==> config.mk <==
export PLATFORM = sky130hd
export DESIGN_NAME = axi_arb_chk_chan
export DESIGN_NICKNAME = d
export VERILOG_FILES = /design/src/rtl/axi_arb_chk_pkg.sv /design/src/rtl/axi_arb_chk_chan.sv
export SDC_FILE = /design/constraint.sdc
export NUM_CORES = 1
export LEC_CHECK = 0
export ABC_AREA = 1
export CELL_PAD_IN_SITES_DETAIL_PLACEMENT = 0
export CELL_PAD_IN_SITES_GLOBAL_PLACEMENT = 1
export CORE_UTILIZATION = 35
export DETAILED_ROUTE_END_ITERATION = 12
export DONT_BUFFER_PORTS = 1
export HOLD_SLACK_MARGIN = 0.06
export PLACE_DENSITY_LB_ADDON = 0.1
export REMOVE_ABC_BUFFERS = 1
export SLEW_MARGIN = 20
export SYNTH_ARGS = -nofsm -noshare
export SYNTH_HDL_FRONTEND = slang
export SYNTH_SLANG_ARGS = --single-unit
==> constraint.sdc <==
create_clock -name aclk -period 2.3 [get_ports aclk]
set_clock_uncertainty 0.1 [all_clocks]
set_input_delay 0.115 -clock aclk [delete_from_list [all_inputs] [get_ports aclk]]
set_output_delay 0.115 -clock aclk [all_outputs]
set_load 0.005 [all_outputs]
==> src/rtl/axi_arb_chk_pkg.sv <==
// Shared types and constants for the AW arbiter checker.
package axi_arb_chk_pkg;

    // Arbitration mode selected at runtime by arb_mode.
    typedef enum logic [1:0] {
        FIXED = 2'd0,
        RR    = 2'd1,
        WRR   = 2'd2,
        RSVD  = 2'd3
    } arb_mode_e;

    // Error status bit positions; lower index means higher capture priority.
    localparam int ERR_W     = 8;
    localparam int ERR_MULTI = 0;
    localparam int ERR_NOARB = 1;
    localparam int ERR_PRIO  = 2;
    localparam int ERR_RR    = 3;
    localparam int ERR_WRR   = 4;
    localparam int ERR_MODE  = 5;
    localparam int ERR_STARV = 6;
    localparam int ERR_PROTO = 7;

    typedef logic [2:0] err_code_t;

    // Index of the lowest set error bit (0 when none are set).
    function automatic err_code_t lowest_err(input logic [ERR_W-1:0] bits);
        lowest_err = '0;
        for (int k = ERR_W - 1; k >= 0; k--) begin
            if (bits[k]) begin
                lowest_err = err_code_t'(k);
            end
        end
    endfunction

endpackage

==> src/rtl/axi_arb_chk_chan.sv <==
// Per-channel state for the AW arbiter checker: consecutive-grant run
// counter, wait counter, registered valid and handshake, plus the
// channel-local STARVE and PROTO flags.
module axi_arb_chk_chan
    import axi_arb_chk_pkg::*;
#(
    parameter int CNT_W    = 17,
    parameter int STARVE_W = 12
) (
    input  logic                aclk,
    input  logic                areset_n,
    input  logic                arb_en_i,
    input  logic                awvalid_i,
    input  logic                awready_i,
    input  logic                hs_other_i,
    input  logic [STARVE_W-1:0] starve_limit_i,
    output logic [CNT_W-1:0]    run_cnt_o,
    output logic                vdly_o,
    output logic                starve_o,
    output logic                proto_o
);

    logic                hs;
    logic [CNT_W-1:0]    run_cnt_q, run_cnt_d;
    logic [STARVE_W-1:0] wait_cnt_q, wait_cnt_d;
    logic                vdly_q;
    logic                hsdly_q;

    assign hs = awvalid_i & awready_i;

    // Next run count: own grant extends the run, any other grant ends it.
    always_comb begin
        run_cnt_d = run_cnt_q;
        if (hs && arb_en_i) begin
            if (run_cnt_q != '1) begin
                run_cnt_d = run_cnt_q + 1'b1;
            end
        end else if (hs_other_i) begin
            run_cnt_d = '0;
        end
    end

    // Next wait count: counts cycles stalled with valid high, saturating.
    always_comb begin
        wait_cnt_d = '0;
        if (awvalid_i && !awready_i) begin
            wait_cnt_d = (wait_cnt_q == '1) ? wait_cnt_q : wait_cnt_q + 1'b1;
        end
    end

    // Channel state registers with synchronous active-low reset.
    always_ff @(posedge aclk) begin
        if (!areset_n) begin
            run_cnt_q  <= '0;
            wait_cnt_q <= '0;
            vdly_q     <= 1'b0;
            hsdly_q    <= 1'b0;
        end else begin
            run_cnt_q  <= run_cnt_d;
            wait_cnt_q <= wait_cnt_d;
            vdly_q     <= awvalid_i;
            hsdly_q    <= hs;
        end
    end

    assign run_cnt_o = run_cnt_q;
    assign vdly_o    = vdly_q;
    // The count passes the threshold after one cycle, so this fires once per
    // wait episode unless it saturates exactly at the threshold.
    assign starve_o  = (starve_limit_i != '0) && (wait_cnt_q == starve_limit_i);
    // Valid was withdrawn without the previous cycle completing a handshake.
    assign proto_o   = vdly_q && !awvalid_i && !hsdly_q;

endmodule

==> results.cfg, run 1 <==
[logic_synthesis]
synth-edff-count = 0
yosys_warnings = 0
netlist.area_leader.share = 0.337
synth_cells = 272
netlist_top_cells_area = dfxtp_1, nand2_1, inv_1
synth.avg_cell_area_um2 = 6.78
async_reset_ff_frac = 0
ys_seq_elements = 31
ys.flop_type = dfxtp_1
synth_common_cells = nand2_1, inv_1, dfxtp_1, nor2_1, nand3_1
synth.distinct_cells = 31
yosysTopAreaCell = dfxtp_1
syn_area_mm2 = 0.00184
seq_area_frac_synth = 0.337
synth.most_common_cell = nand2_1

[sta]
setup_tns_ns = 0
hold_viol_final = 0
setup_viol_count_final = 0
tightest_slew_ns = 0.374
maxSlewHeadroom = 0.750
rsz0062_at_grt = no
fin_crit_sh = 0.895
slew_violations = 0
max_freq_mhz = 486
min_period_ns = 2.06

[min_path]
whs_path_depth = 3
hold_path.class = in2reg

[critical_path]
cp-start-kind = flip-flop
worstPathRequired_ns = 2.37
path_delay_family = simple AND/OR/NAND/NOR gates
critPathCaptureType = flip-flop
arrival_ns = 2.13
cp_max_fo = 11
slowest_delay_ns = 0.34
critPathBufInv = 2
worstRegToRegCells = 13
crit_top_cell = nand2_1
path_depth = 13
crit_path_top_delay_cell = dfxtp_1
worst-setup-path-type = reg2reg
worstPathCellList = ha_1 -> nand2_1 -> nor3_2 -> nand2_1 -> nor3_2 -> ha_1 -> inv_1 -> nand4_2 -> nand2_4 -> inv_2 -> o21ai_0 -> nand2_1 -> nor2_1

[layout]
diodes = 0
drive_above_1_share = 0.156
area_growth_pct = 14.6
finish.instance_area_mm2 = 0.00211
utilization = 0.416
fin_nets = 309

[global_routing]
grt_max_degree = 12
grt_usage = 0.178
grt_pass1_wl_mm = 7.47
antenna_found_initial = 0
grt_pass1_vias = 1703
grt_overflow = 0

[drt]
avgRoutedWirePerCell_um = 12.4
drt-total-wl_mm = 4.45
via_per_inst = 4.78
drt_iter0_drc = 79
vias = 1711
drt_pass1_iterations = 4
drtAntennaViolNets = 0
remaining_drc_errors = 0

[placed_design]
numPortBuffers = 0
hpwl_mm = 3.49
globalplace.congestion = 0.806
place_area_mm2 = 0.00196

[floorplan]
die_y_um = 74.6
fp.dieArea_mm2 = 0.00556
die_x_um = 74.6
coreArea_mm2 = 0.00507
ios = 38
initial_core_util = 0.363
fp-row-count = 26

[clock_network]
clk_pin_slew_ns = 0.07
insertion_delay_ns = 0.28
cts-root-buf = clkbuf_8
cts_setup_buffers = 0
numCtsBuffers = 5
clock_path_buffers = 2
cts_sinks = 31
tritoncts = built
ctsHtreeMaxLevel = 2

[pwr]
power.density_mw_per_mm2 = 497
peakVddDrop_uv = 263
leakage_uw = 0.000912

[job]
maxCapViolCount = 0

[run_status]
status = finished clean
==> metal layers <==
layer,vias to the layer above,track usage,part of all wire
met3,5,0.0447,0.054
met2,43,0.336,0.51
met5,-,0,0
li1,898,-,-
met1,765,0.191,0.42
met4,0,0.0608,0.012
==> area by class of cell <==
type	instances	area, um^2
clock buffer	6	82.6
clock inverter	1	5.00
fill	585	2960
inverter	40	150
multi-input combinational	199	1070
sequential	31	621
tap	70	87.6
timing repair buffer	11	95.1
==> power by group <==
group	internal (uW)	total, uW	switching (uW)
clock	235	444	209
sequential	540	543	2.75
combinational	24.2	62.2	38.0
==> tightest hold or removal path: stages <==
cell     delay, ns
nand2_2       0.14
a22oi_1       0.11
nor2_1        0.08
==> placed cells by master (no fill, tap or decap), drive strengths merged, types with 6 or more instances in the layout <==
cell     n
a21oi   12
buf      6
nand2   83
nor3    10
inv     40
nor2    30
nand3   19
clkbuf   6
dfxtp   31
o21ai   13
xor2     6
xnor2    6
==> kinds of logic after synthesis <==
logic type | Yosys count | synth area share
adder cells (fa/ha/maj) | 3 | 0.0204
flip-flops | 31 | 0.337
AO/OA/AOI/OAI | 30 | 0.0883
buffers and inverters | 42 | 0.0903
AND/OR/NAND/NOR | 154 | 0.407
XOR/XNOR | 12 | 0.0570
==> registers in the layout, indices dropped and copies added, names as in the netlist <==
| signal | count |
|---|---|
| run_cnt_o | 17 |
| wait_cnt_q | 12 |
| hsdly_q | 1 |
| vdly_o | 1 |
==> timing repair <==
item	in CTS	in global routing
hold endpoints to repair	18	0
setup endpoints to repair	0	15
hold buffers	5	0
resized for setup	0	5
==> final timing paths <==
check | from | to | slack (ns)
min reg2reg | run_cnt_o[12] | run_cnt_o[12] | 0.40
max | run_cnt_o[1] | run_cnt_o[6] | 0.24
max reg2reg | run_cnt_o[1] | run_cnt_o[6] | 0.24
min | hs_other_i | run_cnt_o[13] | 0.09
==> metrics by stage <==
stage | setup WS, ns | total power [uW] | cells | hold WS, ns
final | 0.242 | 1050 | 358 | 0.0930
after global routing | 0.0519 | 1100 | 358 | 0.166
after CTS | 0.0196 | 1070 | 358 | 0.0629
after detailed placement | 0.0449 | 608 | 346 | 0.135
after global placement | 0.0856 | 607 | 346 | 0.135
after floorplan | 0.369 | 594 | 270 | 0.129
No activity file was read; power rests on OpenSTA's default activity.
==> run 2, diff against run 1 <==
--- a/config.mk
+++ b/config.mk
@@ -5,12 +5,11 @@
 export SDC_FILE = /design/constraint.sdc
 export NUM_CORES = 1
 export LEC_CHECK = 0
-export ABC_AREA = 1
+export BUFFER_PORTS_ARGS = -buffer_cell sky130_fd_sc_hd__buf_2
 export CELL_PAD_IN_SITES_DETAIL_PLACEMENT = 0
 export CELL_PAD_IN_SITES_GLOBAL_PLACEMENT = 1
 export CORE_UTILIZATION = 35
 export DETAILED_ROUTE_END_ITERATION = 12
-export DONT_BUFFER_PORTS = 1
 export HOLD_SLACK_MARGIN = 0.06
 export PLACE_DENSITY_LB_ADDON = 0.1
 export REMOVE_ABC_BUFFERS = 1
@@ -18,3 +17,4 @@
 export SYNTH_ARGS = -nofsm -noshare
 export SYNTH_HDL_FRONTEND = slang
 export SYNTH_SLANG_ARGS = --single-unit
+export TNS_END_PERCENT = 1
==> results.cfg, run 2 <==
[run_status]
status = finished clean

[placed_design]
hpwl_mm = 3.43
place_ws_ns = -0.142
placedCellCount = 293
globalplace.congestion = 0.814
numPortBuffers = 37

[sta]
max_freq_mhz = 444
rsz0062_at_grt = yes
maxSlewHeadroom = 0.643
min_period_ns = 2.25
slew_violations = 0
worst_slack_ns = 0.0474
setup_viol_count_final = 0
tightest_slew_ns = 0.535
hold_viol_final = 0
fin_crit_sh = 0.979
setup_tns_ns = 0

[logic_synthesis]
ys_seq_elements = 31
synth_cells = 188
synth.distinct_cells = 42
async_reset_ff_frac = 0
syn_area_mm2 = 0.00163
synth.avg_cell_area_um2 = 8.69
synth.most_common_cell = dfxtp_1
yosys_warnings = 0
ys.flop_type = dfxtp_1
netlist_top_cells_area = dfxtp_1, xor2_1, nand4_1
seq_area_frac_synth = 0.380
synth_common_cells = dfxtp_1, nand2_1, a21oi_1, xor2_1, nand4_1
synth-edff-count = 0
netlist.area_leader.share = 0.380
yosysTopAreaCell = dfxtp_1

[floorplan]
coreArea_mm2 = 0.00441
fp-row-count = 24
fp.dieArea_mm2 = 0.00495
die_y_um = 70.3
die_x_um = 70.3
initial_core_util = 0.370
ios = 38

[global_routing]
grt_overflow = 0
grt_max_degree = 14
grt_usage = 0.198
antenna_found_initial = 0
grt_pass1_vias = 1701
grt_pass1_wl_mm = 7.75

[layout]
largest_register_ffs = 17
fin_cells = 309
area_growth_pct = 40.7
fin_nets = 277
diodes = 0
utilization = 0.521
final_cell_mix = buf_2, dfxtp_1, buf_4
fill_cells = 415
drive_above_1_share = 0.346
regArea_um2 = 623
multiInputGateArea_mm2 = 0.00104
final_common_cell = buf_2

[pwr]
peakVddDrop_uv = 594
leakage_uw = 0.000977
total_power_uw = 1190
power.density_mw_per_mm2 = 519

[drt]
drt_pass1_iterations = 4
drt_iter0_drc = 145
avgRoutedWirePerCell_um = 15.4
vias = 1748
drtAntennaViolNets = 0
remaining_drc_errors = 0
drt-total-wl_mm = 4.77
via_per_inst = 5.66

[clock_network]
clk_pin_slew_ns = 0.06
ctsHtreeMaxLevel = 2
tritoncts = built
numCtsBuffers = 5
cts-root-buf = clkbuf_8
cts_sinks = 31
insertion_delay_ns = 0.29
clock_path_buffers = 2

[critical_path]
cp_max_fo = 6
cp-start-kind = flip-flop
r2r_start = run_cnt_o[1]
worstRegToRegCells = 10
crit_path_top_delay_cell = and4b_2
slowest_delay_ns = 0.37
worstPathCellList = ha_4 -> and4_1 -> nand3_2 -> nor3_2 -> ha_2 -> and4b_2 -> nand4_1 -> buf_4 -> o2111ai_4 -> o41ai_2
r2r-end = run_cnt_o[15]
r2r_slack_ns = 0.05
path_delay_family = simple AND/OR/NAND/NOR gates
arrival_ns = 2.32
worstPathRequired_ns = 2.37
critPathBufInv = 1
critPathCaptureType = flip-flop
worst-setup-path-type = reg2reg

[min_path]
whs_path_depth = 2
whs_endpoint = run_cnt_o[2]
min_from = areset_n
hold_path.class = in2reg

[job]
maxCapViolCount = 0
## run 2: cell families (layout without fill, tap and decap cells)
logic type | Yosys count | in the layout | share of synthesized area
compound gates | 41 | 41 | 0.170
xor+xnor | 19 | 19 | 0.102
simple gates | 80 | 80 | 0.279
flops | 31 | 31 | 0.380
fa+ha+maj | 3 | 3 | 0.0230
buf+inv | 12 | 81 | 0.0344
mux | 2 | 2 | 0.0123
## run 2: per-layer routing
layer,vias up,part of all wire,track usage
li1,850,-,-
met1,843,0.43,0.226
met2,44,0.51,0.357
met3,11,0.039,0.0361
met4,0,0.024,0.0844
met5,-,0,0
## run 2: final cells by class
type,count,share of cell area
Multi-Input combinational cell,145,0.455
Timing Repair Buffer,68,0.187
Tap cell,52,0.0283
Inverter,5,0.00817
Sequential cell,31,0.271
Clock inverter,2,0.0152
Clock buffer,6,0.0359
## run 2: worst max-delay path by stage
stage / start / end / slack, ns / cells after the start
finish: run_cnt_o[1] / run_cnt_o[15] / 0.05 / 10
global route: run_cnt_o[1] / run_cnt_o[15] / -0.07 / 10
CTS: run_cnt_o[0] / run_cnt_o[11] / 0.02 / 10
detailed placement: run_cnt_o[0] / run_cnt_o[13] / -0.14 / 9
global placement: run_cnt_o[0] / run_cnt_o[13] / -0.06 / 9
floorplan: run_cnt_o[0] / run_cnt_o[13] / -0.10 / 9
## run 2: power by group
| group | switching [uW] | internal, uW | leakage (uW) |
|---|---|---|---|
| clock | 212 | 350 | 0.0000612 |
| combinational | 48.4 | 39.1 | 0.000665 |
| sequential | 3.01 | 540 | 0.000251 |
## run 2: what timing repair did
item,CTS,global route
hold buffers,3,0
pin swaps,3,6
endpoints found under the setup margin,14,14
cloned,0,0
gates resized for setup,4,13
hold endpoints to repair,2,0
setup buffers,3,2
## run 2: through the flow
stage | hold WS (ns) | cell area, um^2
4_1_cts | 0.0665 | 2210
3_3_place_gp | 0.304 | 2020
5_1_grt | 0.116 | 2300
2_1_floorplan | 0.133 | 1600
3_5_place_dp | 0.301 | 2020
6_report | 0.103 | 2300
==> run 3, diff against run 2 <==
--- a/config.mk
+++ b/config.mk
@@ -5,11 +5,11 @@
 export SDC_FILE = /design/constraint.sdc
 export NUM_CORES = 1
 export LEC_CHECK = 0
-export BUFFER_PORTS_ARGS = -buffer_cell sky130_fd_sc_hd__buf_2
 export CELL_PAD_IN_SITES_DETAIL_PLACEMENT = 0
 export CELL_PAD_IN_SITES_GLOBAL_PLACEMENT = 1
 export CORE_UTILIZATION = 35
 export DETAILED_ROUTE_END_ITERATION = 12
+export DONT_BUFFER_PORTS = 1
 export HOLD_SLACK_MARGIN = 0.06
 export PLACE_DENSITY_LB_ADDON = 0.1
 export REMOVE_ABC_BUFFERS = 1
==> results.cfg, run 3 (synthesis gave the netlist of run 2 again) <==
[global_routing]
grt_pass1_wl_mm = 7.48
grt_max_degree = 14
grt_overflow = 0
grtUsageMet1 = 0.205
gr-usage-met2 = 0.344
grt_pass1_vias = 1567
antenna_found_initial = 0
grt_usage = 0.191
grt.busiest_layer = met2
grt_use_met3 = 0.0635

[critical_path]
arrival_ns = 2.36
slowest_delay_ns = 0.41
worstPathRequired_ns = 2.42
cp-start-kind = flip-flop
worst-setup-path-type = reg2reg
critPathCaptureType = flip-flop
worstPathCellList = ha_2 -> and4_4 -> nand3_2 -> nor3_2 -> ha_2 -> and4b_2 -> a21oi_4 -> buf_4 -> or4_4 -> a21oi_2
crit_path_top_delay_cell = or4_4
r2r_slack_ns = 0.06
crit_top_cell = ha_2
cp_max_fo = 6

[layout]
final_cell_mix = dfxtp_1, buf_4, nand2_1
diodes = 0
fin_nets = 244
area_growth_pct = 27.9
largest_register_ffs = 17
drive_above_1_share = 0.251
finish.instance_area_mm2 = 0.00209
fin_cells = 275

[clock_network]
cts_sinks = 31
clock_path_buffers = 2
insertion_delay_ns = 0.28
ctsHtreeMaxLevel = 2
tritoncts = built
cts-root-buf = clkbuf_8
clk_pin_slew_ns = 0.07
numCtsBuffers = 5

[drt]
via_per_inst = 5.79
drtAntennaViolNets = 0
vias = 1592
drt-total-wl_mm = 4.56
drt_iter0_drc = 43
avgRoutedWirePerCell_um = 16.6
drt_pass1_iterations = 4
remaining_drc_errors = 0

[job]
maxCapViolCount = 0

[placed_design]
hpwl_mm = 3.31
place_area_mm2 = 0.00186
globalplace.congestion = 0.796
placedCellCount = 259
place_ws_ns = -0.130
numPortBuffers = 0

[pwr]
leakage_uw = 0.000801
power.density_mw_per_mm2 = 500
peakVddDrop_uv = 199

[floorplan]
coreArea_mm2 = 0.00441
fp-row-count = 24
ios = 38
die_y_um = 70.3
initial_core_util = 0.370
fp.dieArea_mm2 = 0.00495
die_x_um = 70.3

[sta]
tightest_slew_ns = 0.487
max_freq_mhz = 447
min_period_ns = 2.24
slew_violations = 0
hold_viol_final = 0
setup_viol_count_final = 0
maxSlewHeadroom = 0.675
worst_slack_ns = 0.0610
fin_crit_sh = 0.973
rsz0062_at_grt = yes

[run_status]
status = finished clean

[min_path]
hold_path.class = in2reg
## run 3: worst paths after layout
check | startpoint | to | cells after the start
worst max-delay path | run_cnt_o[0] | run_cnt_o[14] | 10
worst min-delay path | hs_other_i | run_cnt_o[4] | 4
worst max register to register | run_cnt_o[0] | run_cnt_o[14] | 10
worst min register to register | wait_cnt_q[5] | wait_cnt_q[5] | 1
## run 3: cell type report
| type | instances | area, um^2 |
|---|---|---|
| Tap cell | 52 | 65.1 |
| Timing Repair Buffer | 35 | 279 |
| Multi-Input combinational cell | 145 | 1020 |
| Sequential cell | 31 | 623 |
| Inverter | 5 | 18.8 |
| Fill cell | 443 | 2320 |
| Clock inverter | 1 | 5.00 |
| Clock buffer | 6 | 82.6 |
## run 3: layer usage
| metal | up-vias | routed length (um) |
|---|---|---|
| li1 | 786 | - |
| met1 | 753 | 1840 |
| met2 | 46 | 2390 |
| met3 | 7 | 268 |
| met4 | 0 | 62 |
| met5 | - | 0 |
## run 3: what timing repair did
action / CTS / global route
resized for setup: 2 / 15
setup buffers: 2 / 2
hold endpoints to repair: 19 / 0
pin swaps: 2 / 4
hold buffers: 5 / 0
setup endpoints to repair: 10 / 16
## run 3: power by group
group	total [uW]	switching (uW)	leakage (uW)	internal, uW
Combinational	66.6	35.4	0.000503	31.2
Sequential	543	3.13	0.000251	540
Clock	434	200	0.0000470	235
## run 3: critical path, delay by kind of cell, from the launching register on
| family | cells | cell delay, ns |
|---|---|---|
| AOI/OAI and AO/OA | 2 | 0.19 |
| adders and majority gates | 2 | 0.35 |
| buffers and inverters | 1 | 0.15 |
| DFF | 1 | 0.32 |
| and+or+nand+nor | 5 | 1.05 |
## run 3: metrics by stage
step	total power, uW	hold WS (ns)	setup TNS (ns)	util
after detailed placement	601	0.140	-0.365	0.421
final	1040	0.106	0	0.473
after global routing	1090	0.150	-0.0599	0.473
after CTS	1050	0.0977	0	0.457
after floorplan	585	0.133	-0.202	-
after global placement	600	0.135	-0.0525	0.421
